### src/rtl/median_filter_pkg.sv
// rtl/median_filter_pkg.sv - mode encoding, FSM states and 3-input order helpers
package median_filter_pkg;

    typedef enum logic [1:0] {
        MODE_MED  = 2'b00,
        MODE_MIN  = 2'b01,
        MODE_MAX  = 2'b10,
        MODE_MED2 = 2'b11
    } mode_e;

    typedef enum logic [2:0] {
        ST_IDLE  = 3'd0,
        ST_FETCH = 3'd1,
        ST_SORT  = 3'd2,
        ST_WRITE = 3'd3,
        ST_DONE  = 3'd4
    } state_e;

    // Helpers work on a wide word; callers zero-extend pixels and truncate back.
    localparam int MF_DW = 32;
    typedef logic [MF_DW-1:0] mf_word_t;

    function automatic mf_word_t min3(mf_word_t a, mf_word_t b, mf_word_t c);
        mf_word_t m;
        m = (a < b) ? a : b;
        return (m < c) ? m : c;
    endfunction

    function automatic mf_word_t max3(mf_word_t a, mf_word_t b, mf_word_t c);
        mf_word_t m;
        m = (a > b) ? a : b;
        return (m > c) ? m : c;
    endfunction

    function automatic mf_word_t med3(mf_word_t a, mf_word_t b, mf_word_t c);
        mf_word_t lo;
        mf_word_t hi;
        mf_word_t m;
        lo = (a < b) ? a : b;
        hi = (a < b) ? b : a;
        m  = (hi < c) ? hi : c;
        return (lo > m) ? lo : m;
    endfunction

endpackage

### src/rtl/mfe_sort9.sv
// rtl/mfe_sort9.sv - 3-stage registered 9-tap median/min/max selector
import median_filter_pkg::*;

module mfe_sort9 #(
    parameter int PIX_W = 8
) (
    input  logic                  clk,
    input  logic                  reset,
    input  logic                  en_i,
    input  mode_e                 mode_i,
    input  logic [8:0][PIX_W-1:0] taps_i,
    output logic [PIX_W-1:0]      result_o
);

    logic [2:0][PIX_W-1:0] lo_q, md_q, hi_q;
    logic [PIX_W-1:0]      dlo_q, dmd_q, dhi_q, min_q, max_q, res_q;

    // Taps are row-major, so column c is taps c, 3+c, 6+c.
    always_ff @(posedge clk or posedge reset) begin
        if (reset) begin
            lo_q  <= '0;
            md_q  <= '0;
            hi_q  <= '0;
            dlo_q <= '0;
            dmd_q <= '0;
            dhi_q <= '0;
            min_q <= '0;
            max_q <= '0;
            res_q <= '0;
        end else if (en_i) begin
            for (int c = 0; c < 3; c++) begin
                lo_q[c] <= PIX_W'(min3(mf_word_t'(taps_i[c]), mf_word_t'(taps_i[3+c]), mf_word_t'(taps_i[6+c])));
                md_q[c] <= PIX_W'(med3(mf_word_t'(taps_i[c]), mf_word_t'(taps_i[3+c]), mf_word_t'(taps_i[6+c])));
                hi_q[c] <= PIX_W'(max3(mf_word_t'(taps_i[c]), mf_word_t'(taps_i[3+c]), mf_word_t'(taps_i[6+c])));
            end
            dlo_q <= PIX_W'(max3(mf_word_t'(lo_q[0]), mf_word_t'(lo_q[1]), mf_word_t'(lo_q[2])));
            dmd_q <= PIX_W'(med3(mf_word_t'(md_q[0]), mf_word_t'(md_q[1]), mf_word_t'(md_q[2])));
            dhi_q <= PIX_W'(min3(mf_word_t'(hi_q[0]), mf_word_t'(hi_q[1]), mf_word_t'(hi_q[2])));
            min_q <= PIX_W'(min3(mf_word_t'(lo_q[0]), mf_word_t'(lo_q[1]), mf_word_t'(lo_q[2])));
            max_q <= PIX_W'(max3(mf_word_t'(hi_q[0]), mf_word_t'(hi_q[1]), mf_word_t'(hi_q[2])));
            case (mode_i)
                MODE_MIN: res_q <= min_q;
                MODE_MAX: res_q <= max_q;
                default:  res_q <= PIX_W'(med3(mf_word_t'(dlo_q), mf_word_t'(dmd_q), mf_word_t'(dhi_q)));
            endcase
        end
    end

    assign result_o = res_q;

endmodule

### src/rtl/median_filter_engine_p.sv
// rtl/median_filter_engine_p.sv - 3x3 median/min/max image filter engine
// Optional macro MEDIAN_FILTER_REPLICATE_BORDER_EN: clamp border taps instead of zero-filling.
import median_filter_pkg::*;

module median_filter_engine_p #(
    parameter int IMG_W = 128,
    parameter int IMG_H = 128,
    parameter int PIX_W = 8,
    parameter int AW    = $clog2(IMG_W*IMG_H)
) (
    input  logic             clk,
    input  logic             reset,
    input  logic             ready,
    input  logic [1:0]       mode,
    output logic             busy,
    output logic [AW-1:0]    iaddr,
    input  logic [PIX_W-1:0] idata,
    input  logic [PIX_W-1:0] data_rd,
    output logic [PIX_W-1:0] data_wr,
    output logic [AW-1:0]    addr,
    output logic             wen
);

    localparam int RB = $clog2(IMG_H);
    localparam int CB = $clog2(IMG_W);
    localparam int RW = RB + 2;
    localparam int CW = CB + 2;
    localparam logic [RB-1:0]        ROW_LAST = RB'(IMG_H - 1);
    localparam logic [CB-1:0]        COL_LAST = CB'(IMG_W - 1);
    localparam logic signed [RW-1:0] ROW_LIM  = RW'(IMG_H);
    localparam logic signed [CW-1:0] COL_LIM  = CW'(IMG_W);
    localparam logic signed [RW-1:0] ROW_M1   = '1;
    localparam logic signed [CW-1:0] COL_M1   = '1;

    state_e                state_q;
    mode_e                 mode_q;
    logic                  busy_q, wen_q;
    logic [AW-1:0]         addr_q;
    logic [RB-1:0]         row_q;
    logic [CB-1:0]         col_q;
    logic [3:0]            fcnt_q;
    logic [1:0]            scnt_q;
    logic [8:0][PIX_W-1:0] win_q;

    logic [1:0]            tap_r, tap_c;
    logic [3:0]            row_base;
    logic signed [RW-1:0]  tr;
    logic signed [CW-1:0]  tc;
    logic [RB-1:0]         cr;
    logic [CB-1:0]         cc;
    logic [PIX_W-1:0]      tap_d;
    logic [AW-1:0]         pix_addr;
    logic                  last_pix, fetch_last;
    logic                  unused_rd;

    assign unused_rd = ^data_rd;

    // Column 0 walks the whole window row-major; later columns fetch only the new right column.
    always_comb begin
        tap_r    = 2'd0;
        tap_c    = 2'd2;
        row_base = 4'd0;
        if (col_q == '0) begin
            tap_r    = (fcnt_q < 4'd3) ? 2'd0 : (fcnt_q < 4'd6) ? 2'd1 : 2'd2;
            row_base = (tap_r == 2'd0) ? 4'd0 : (tap_r == 2'd1) ? 4'd3 : 4'd6;
            tap_c    = 2'(fcnt_q - row_base);
        end else begin
            tap_r    = fcnt_q[1:0];
        end
    end

    assign tr = $signed({2'b00, row_q}) + $signed({{RB{1'b0}}, tap_r}) + ROW_M1;
    assign tc = $signed({2'b00, col_q}) + $signed({{CB{1'b0}}, tap_c}) + COL_M1;
    assign cr = tr[RW-1] ? '0 : (tr < ROW_LIM) ? tr[RB-1:0] : ROW_LAST;
    assign cc = tc[CW-1] ? '0 : (tc < COL_LIM) ? tc[CB-1:0] : COL_LAST;

    assign iaddr    = AW'(32'(cr) * IMG_W + 32'(cc));
    assign pix_addr = AW'(32'(row_q) * IMG_W + 32'(col_q));

`ifdef MEDIAN_FILTER_REPLICATE_BORDER_EN
    assign tap_d = idata;
`else
    logic tap_ok;
    assign tap_ok = !tr[RW-1] && (tr < ROW_LIM) && !tc[CW-1] && (tc < COL_LIM);
    assign tap_d  = tap_ok ? idata : '0;
`endif

    assign last_pix   = (row_q == ROW_LAST) && (col_q == COL_LAST);
    assign fetch_last = (col_q == '0) ? (fcnt_q == 4'd8) : (fcnt_q == 4'd2);

    always_ff @(posedge clk or posedge reset) begin
        if (reset) begin
            state_q <= ST_IDLE;
            mode_q  <= MODE_MED;
            busy_q  <= 1'b0;
            wen_q   <= 1'b0;
            addr_q  <= '0;
            row_q   <= '0;
            col_q   <= '0;
            fcnt_q  <= '0;
            scnt_q  <= '0;
            win_q   <= '0;
        end else begin
            case (state_q)
                ST_IDLE: begin
                    if (ready) begin
                        state_q <= ST_FETCH;
                        mode_q  <= mode_e'(mode);
                        busy_q  <= 1'b1;
                        row_q   <= '0;
                        col_q   <= '0;
                        fcnt_q  <= '0;
                    end
                end
                ST_FETCH: begin
                    if (col_q == '0) begin
                        win_q[fcnt_q] <= tap_d;
                    end else if (fcnt_q == 4'd0) begin
                        for (int r = 0; r < 3; r++) begin
                            win_q[3*r]   <= win_q[3*r+1];
                            win_q[3*r+1] <= win_q[3*r+2];
                        end
                        win_q[2] <= tap_d;
                    end else if (fcnt_q == 4'd1) begin
                        win_q[5] <= tap_d;
                    end else begin
                        win_q[8] <= tap_d;
                    end
                    if (fetch_last) begin
                        state_q <= ST_SORT;
                        scnt_q  <= '0;
                    end else begin
                        fcnt_q  <= fcnt_q + 4'd1;
                    end
                end
                ST_SORT: begin
                    if (scnt_q == 2'd2) begin
                        state_q <= ST_WRITE;
                        wen_q   <= 1'b1;
                        addr_q  <= pix_addr;
                    end else begin
                        scnt_q  <= scnt_q + 2'd1;
                    end
                end
                ST_WRITE: begin
                    wen_q  <= 1'b0;
                    fcnt_q <= '0;
                    if (last_pix) begin
                        state_q <= ST_DONE;
                        busy_q  <= 1'b0;
                    end else begin
                        state_q <= ST_FETCH;
                        if (col_q == COL_LAST) begin
                            col_q <= '0;
                            row_q <= row_q + 1'b1;
                        end else begin
                            col_q <= col_q + 1'b1;
                        end
                    end
                end
                ST_DONE: begin
                    state_q <= ST_IDLE;
                    row_q   <= '0;
                    col_q   <= '0;
                end
                default: state_q <= ST_IDLE;
            endcase
        end
    end

    mfe_sort9 #(.PIX_W(PIX_W)) u_sort9 (
        .clk      (clk),
        .reset    (reset),
        .en_i     (state_q == ST_SORT),
        .mode_i   (mode_q),
        .taps_i   (win_q),
        .result_o (data_wr)
    );

    assign busy = busy_q;
    assign wen  = wen_q;
    assign addr = addr_q;

endmodule

### config.mk
export PLATFORM = sky130hd
export DESIGN_NAME = median_filter_engine_p
export DESIGN_NICKNAME = d
export VERILOG_FILES = /design/src/rtl/median_filter_pkg.sv /design/src/rtl/mfe_sort9.sv /design/src/rtl/median_filter_engine_p.sv
export SDC_FILE = /design/constraint.sdc
export NUM_CORES = 1
export LEC_CHECK = 0
export CORE_MARGIN = 1
export CORE_UTILIZATION = 40
export CTS_CLUSTER_DIAMETER = 40
export DETAILED_ROUTE_END_ITERATION = 6
export GPL_TIMING_DRIVEN = 0
export PLACE_DENSITY = 0.62
export SLEW_MARGIN = 15
export SYNTH_ARGS = -nofsm -noshare
export SYNTH_HDL_FRONTEND = slang
export SYNTH_SLANG_ARGS = --single-unit
### constraint.sdc
create_clock -name clk -period 21.5 [get_ports clk]
set_clock_uncertainty 0.2 [all_clocks]
set_input_delay 2.15 -clock clk [delete_from_list [all_inputs] [get_ports clk]]
set_output_delay 2.15 -clock clk [all_outputs]
set_load 0.1 [all_outputs]
==> out/summary.txt <==
Status: finished clean
Post-Route WL: 60210 um
Core Region: 0.04538 mm2
Final #Nets: 2395
Pins Over Slew Limit: 0
Req. time, crit path: 19.15 ns
TNS Setup: 0 ns
Worst R2R End: u_sort9.md_q[0]
Drt drc: 0
Routed vias: 16464
Layout fillers: 4322
CTS tree: yes
Setup crit end kind: primary output
Slew HR: 15.31%
M1 WL: 25960 um
CTS sink cnt: 233
Clk buf depth: 3
Layout cell share with drive strength beyond 1: 11.79%
Seq cells post-synth: 233
Die Y: 216.4 um
DR top layer: met4
Final setup violation count: 0
Met2 wire len: 27910 um
Worst skew pair latency: 0.58 ns
Worst Hold End: scnt_q[0]
Die area: 0.04681 mm2
First-pass GRT wire length: 93590 um
Hpwl dp: 46580 um
Distinct cells, synth: 78
RSZ-0062 raised after global routing: no
Row count: 78
Hold buffer count at cts: 0
Most frequent cells in the layout: dfrtp_1, nand2_1, ha_1, o21ai_0, inv_1
Syn Inst Count: 2050
Slew @ Worst Pin: 1.261 ns
R2R cell count: 23
Final hold violation count: 0
Asr flop ratio synth: 100.0%
IO Port Bufs: 50
Diode count: 0
PnR worst setup slack: 12.45 ns
Detail Route Antenna Nets: 0
Syn Nets: 2294
Ys Warns: 0
Crit share post-route: 42.08%
Most used DFF post-synth: dfrtp_1
Detailed Routing Iterations Pass 1: 5
RePlAce Congestion: 0.9206
Synthesized cell area: 0.01838 mm2
Max Freq: 0.1105 GHz
Max FO, Critical Path: 10
Post-synthesis sequential area ratio: 31.72%
Grt total ovfl: 0
Startpoint Class: register
Vias per inst: 5.905
Area Growth Syn to Fin: 16.59%
Post-CTS setup buffer count: 0
Routed WL per cell: 21.60 um
DR iter-0 viols: 1093
Setup CP Type: register to primary output
Post-CTS Resized: 0
Worst hold stages: 1
Util after Layout: 47.22%
Worst Min Path Start: scnt_q[0]
Initial antenna violation count: 2
Reg-to-Reg Start: win_q[31]
Arr. time, crit path: 6.70 ns
Die Span X: 216.4 um
All-Layer GR Usage: 25.82%
Mapped Avg Cell Area: 8.966 um2
Pre-CTS setup slack: 13.10 ns
Num CTS Buffers: 47
Pin count of the biggest net entering global routing: 114
Number of synthesized flops with an enable pin: 0
Routed wl met3: 3271 um
H-tree Lvls: 2
Vias in the first global route: 16373
Max cap viols: 0
Min-Delay Path Class: register to register
Min Tclk post-route: 9.046 ns
Clock slew at reported path FFs: 0.05 ns
Most common cell after layout, fill and taps aside: dfrtp_1
Initial Utilization: 40.50%
Ports: 59
R2r setup slk: 14.18 ns
Root Driver: clkbuf_16
==> layout make-up <==
class	count	area [um2]	share of cell area [%]
repair buffers	52	555.5	2.592
well taps	600	750.7	3.503
flip-flops and latches	233	5831	27.21
inverters	140	533.0	2.487
multi-input cells	1583	11650	54.35
clock inverters	32	467.9	2.184
clock buffers	54	1262	5.891
plain buffers	94	381.6	1.781
==> synth_stat cells, drive strengths merged, types with 5 or more instances <==
library cell,count,area [um2]
nand4,44,275.3
ha,221,2765
a221o,8,80.08
and3,16,105.1
a22o,7,61.31
inv,140,525.5
buf,21,102.6
a21oi,106,553.0
o21a,22,165.2
o22ai,15,93.84
or3,8,55.05
o221ai,38,332.8
a211oi,9,67.56
mux2i,83,830.8
mux2,125,1408
xnor2,12,105.1
nand2,225,844.6
a31oi,20,137.6
a2bb2oi,10,87.58
xor2,12,105.1
a21o,42,316.6
o311ai,32,280.3
nor3,27,140.1
o21ai,193,969.7
dfrtp,233,5831
nor2b,20,125.1
and4,8,70.07
and2,10,63.82
o31ai,5,37.54
nor2,83,311.6
nand3,103,570.6
clkbuf,73,279.0
o211ai,21,162.6
nand2b,11,68.82
==> flip-flops by register name, indices dropped and copies added (netlist names), 14 cells and up <==
signal,cells
addr,14
u_sort9.hi_q,24
u_sort9.md_q,24
win_q,72
u_sort9.lo_q,24
==> worst max-delay path by stage <==
| stage | cells after the start | to | startpoint |
|---|---|---|---|
| finish | 19 | iaddr[12] | col_q[4] |
| global route | 19 | iaddr[12] | col_q[4] |
| CTS | 19 | iaddr[12] | col_q[4] |
| detailed placement | 19 | iaddr[12] | col_q[4] |
| global placement | 2 | u_sort9.result_o[1] | reset |
| floorplan | 1 | addr[0] | reset |
==> cell families after synthesis <==
family / synth area share (%)
fa+ha+maj: 15.26
compound gates: 19.17
xor+xnor: 1.144
buf+inv: 4.935
mux: 12.18
simple gates: 15.59
flops: 31.72
==> worst max-delay path, stage by stage, from the launching register on <==
cell	delay [ns]
dfrtp_1	0.35
buf_2	0.19
nor2_1	0.27
and4b_1	0.23
clkbuf_1	0.35
clkbuf_1	0.42
buf_1	0.54
o21ai_0	0.28
ha_1	0.28
fa_1	0.38
buf_6	0.16
xor2_1	0.18
or3_4	0.39
nor2_1	0.20
nor4b_1	0.08
a21o_1	0.16
a221oi_1	0.35
a2bb2oi_1	0.21
o22ai_1	0.11
clkdlybuf4s50_1	0.99
==> layer usage <==
| metal | up-vias | GRT usage (%) |
|---|---|---|
| li1 | 7790 | - |
| met1 | 7990 | 32.90 |
| met2 | 540 | 42.97 |
| met3 | 144 | 3.228 |
| met4 | 0 | 13.05 |
| met5 | - | 0 |
==> stage by stage <==
step                      cells  instance area (um2)  hold WS (ns)
final                      2788                21430        0.2901
after global routing       2788                21430        0.3073
after CTS                  2788                21430        0.2976
after detailed placement   2702                19700        0.2763
after global placement     2700                19630        0.2650
after floorplan            2050                18380        0.2499
Power is left out: the tool's default activity adds up to more than one toggle a clock period on the data nets, which glitch-free logic cannot reach.
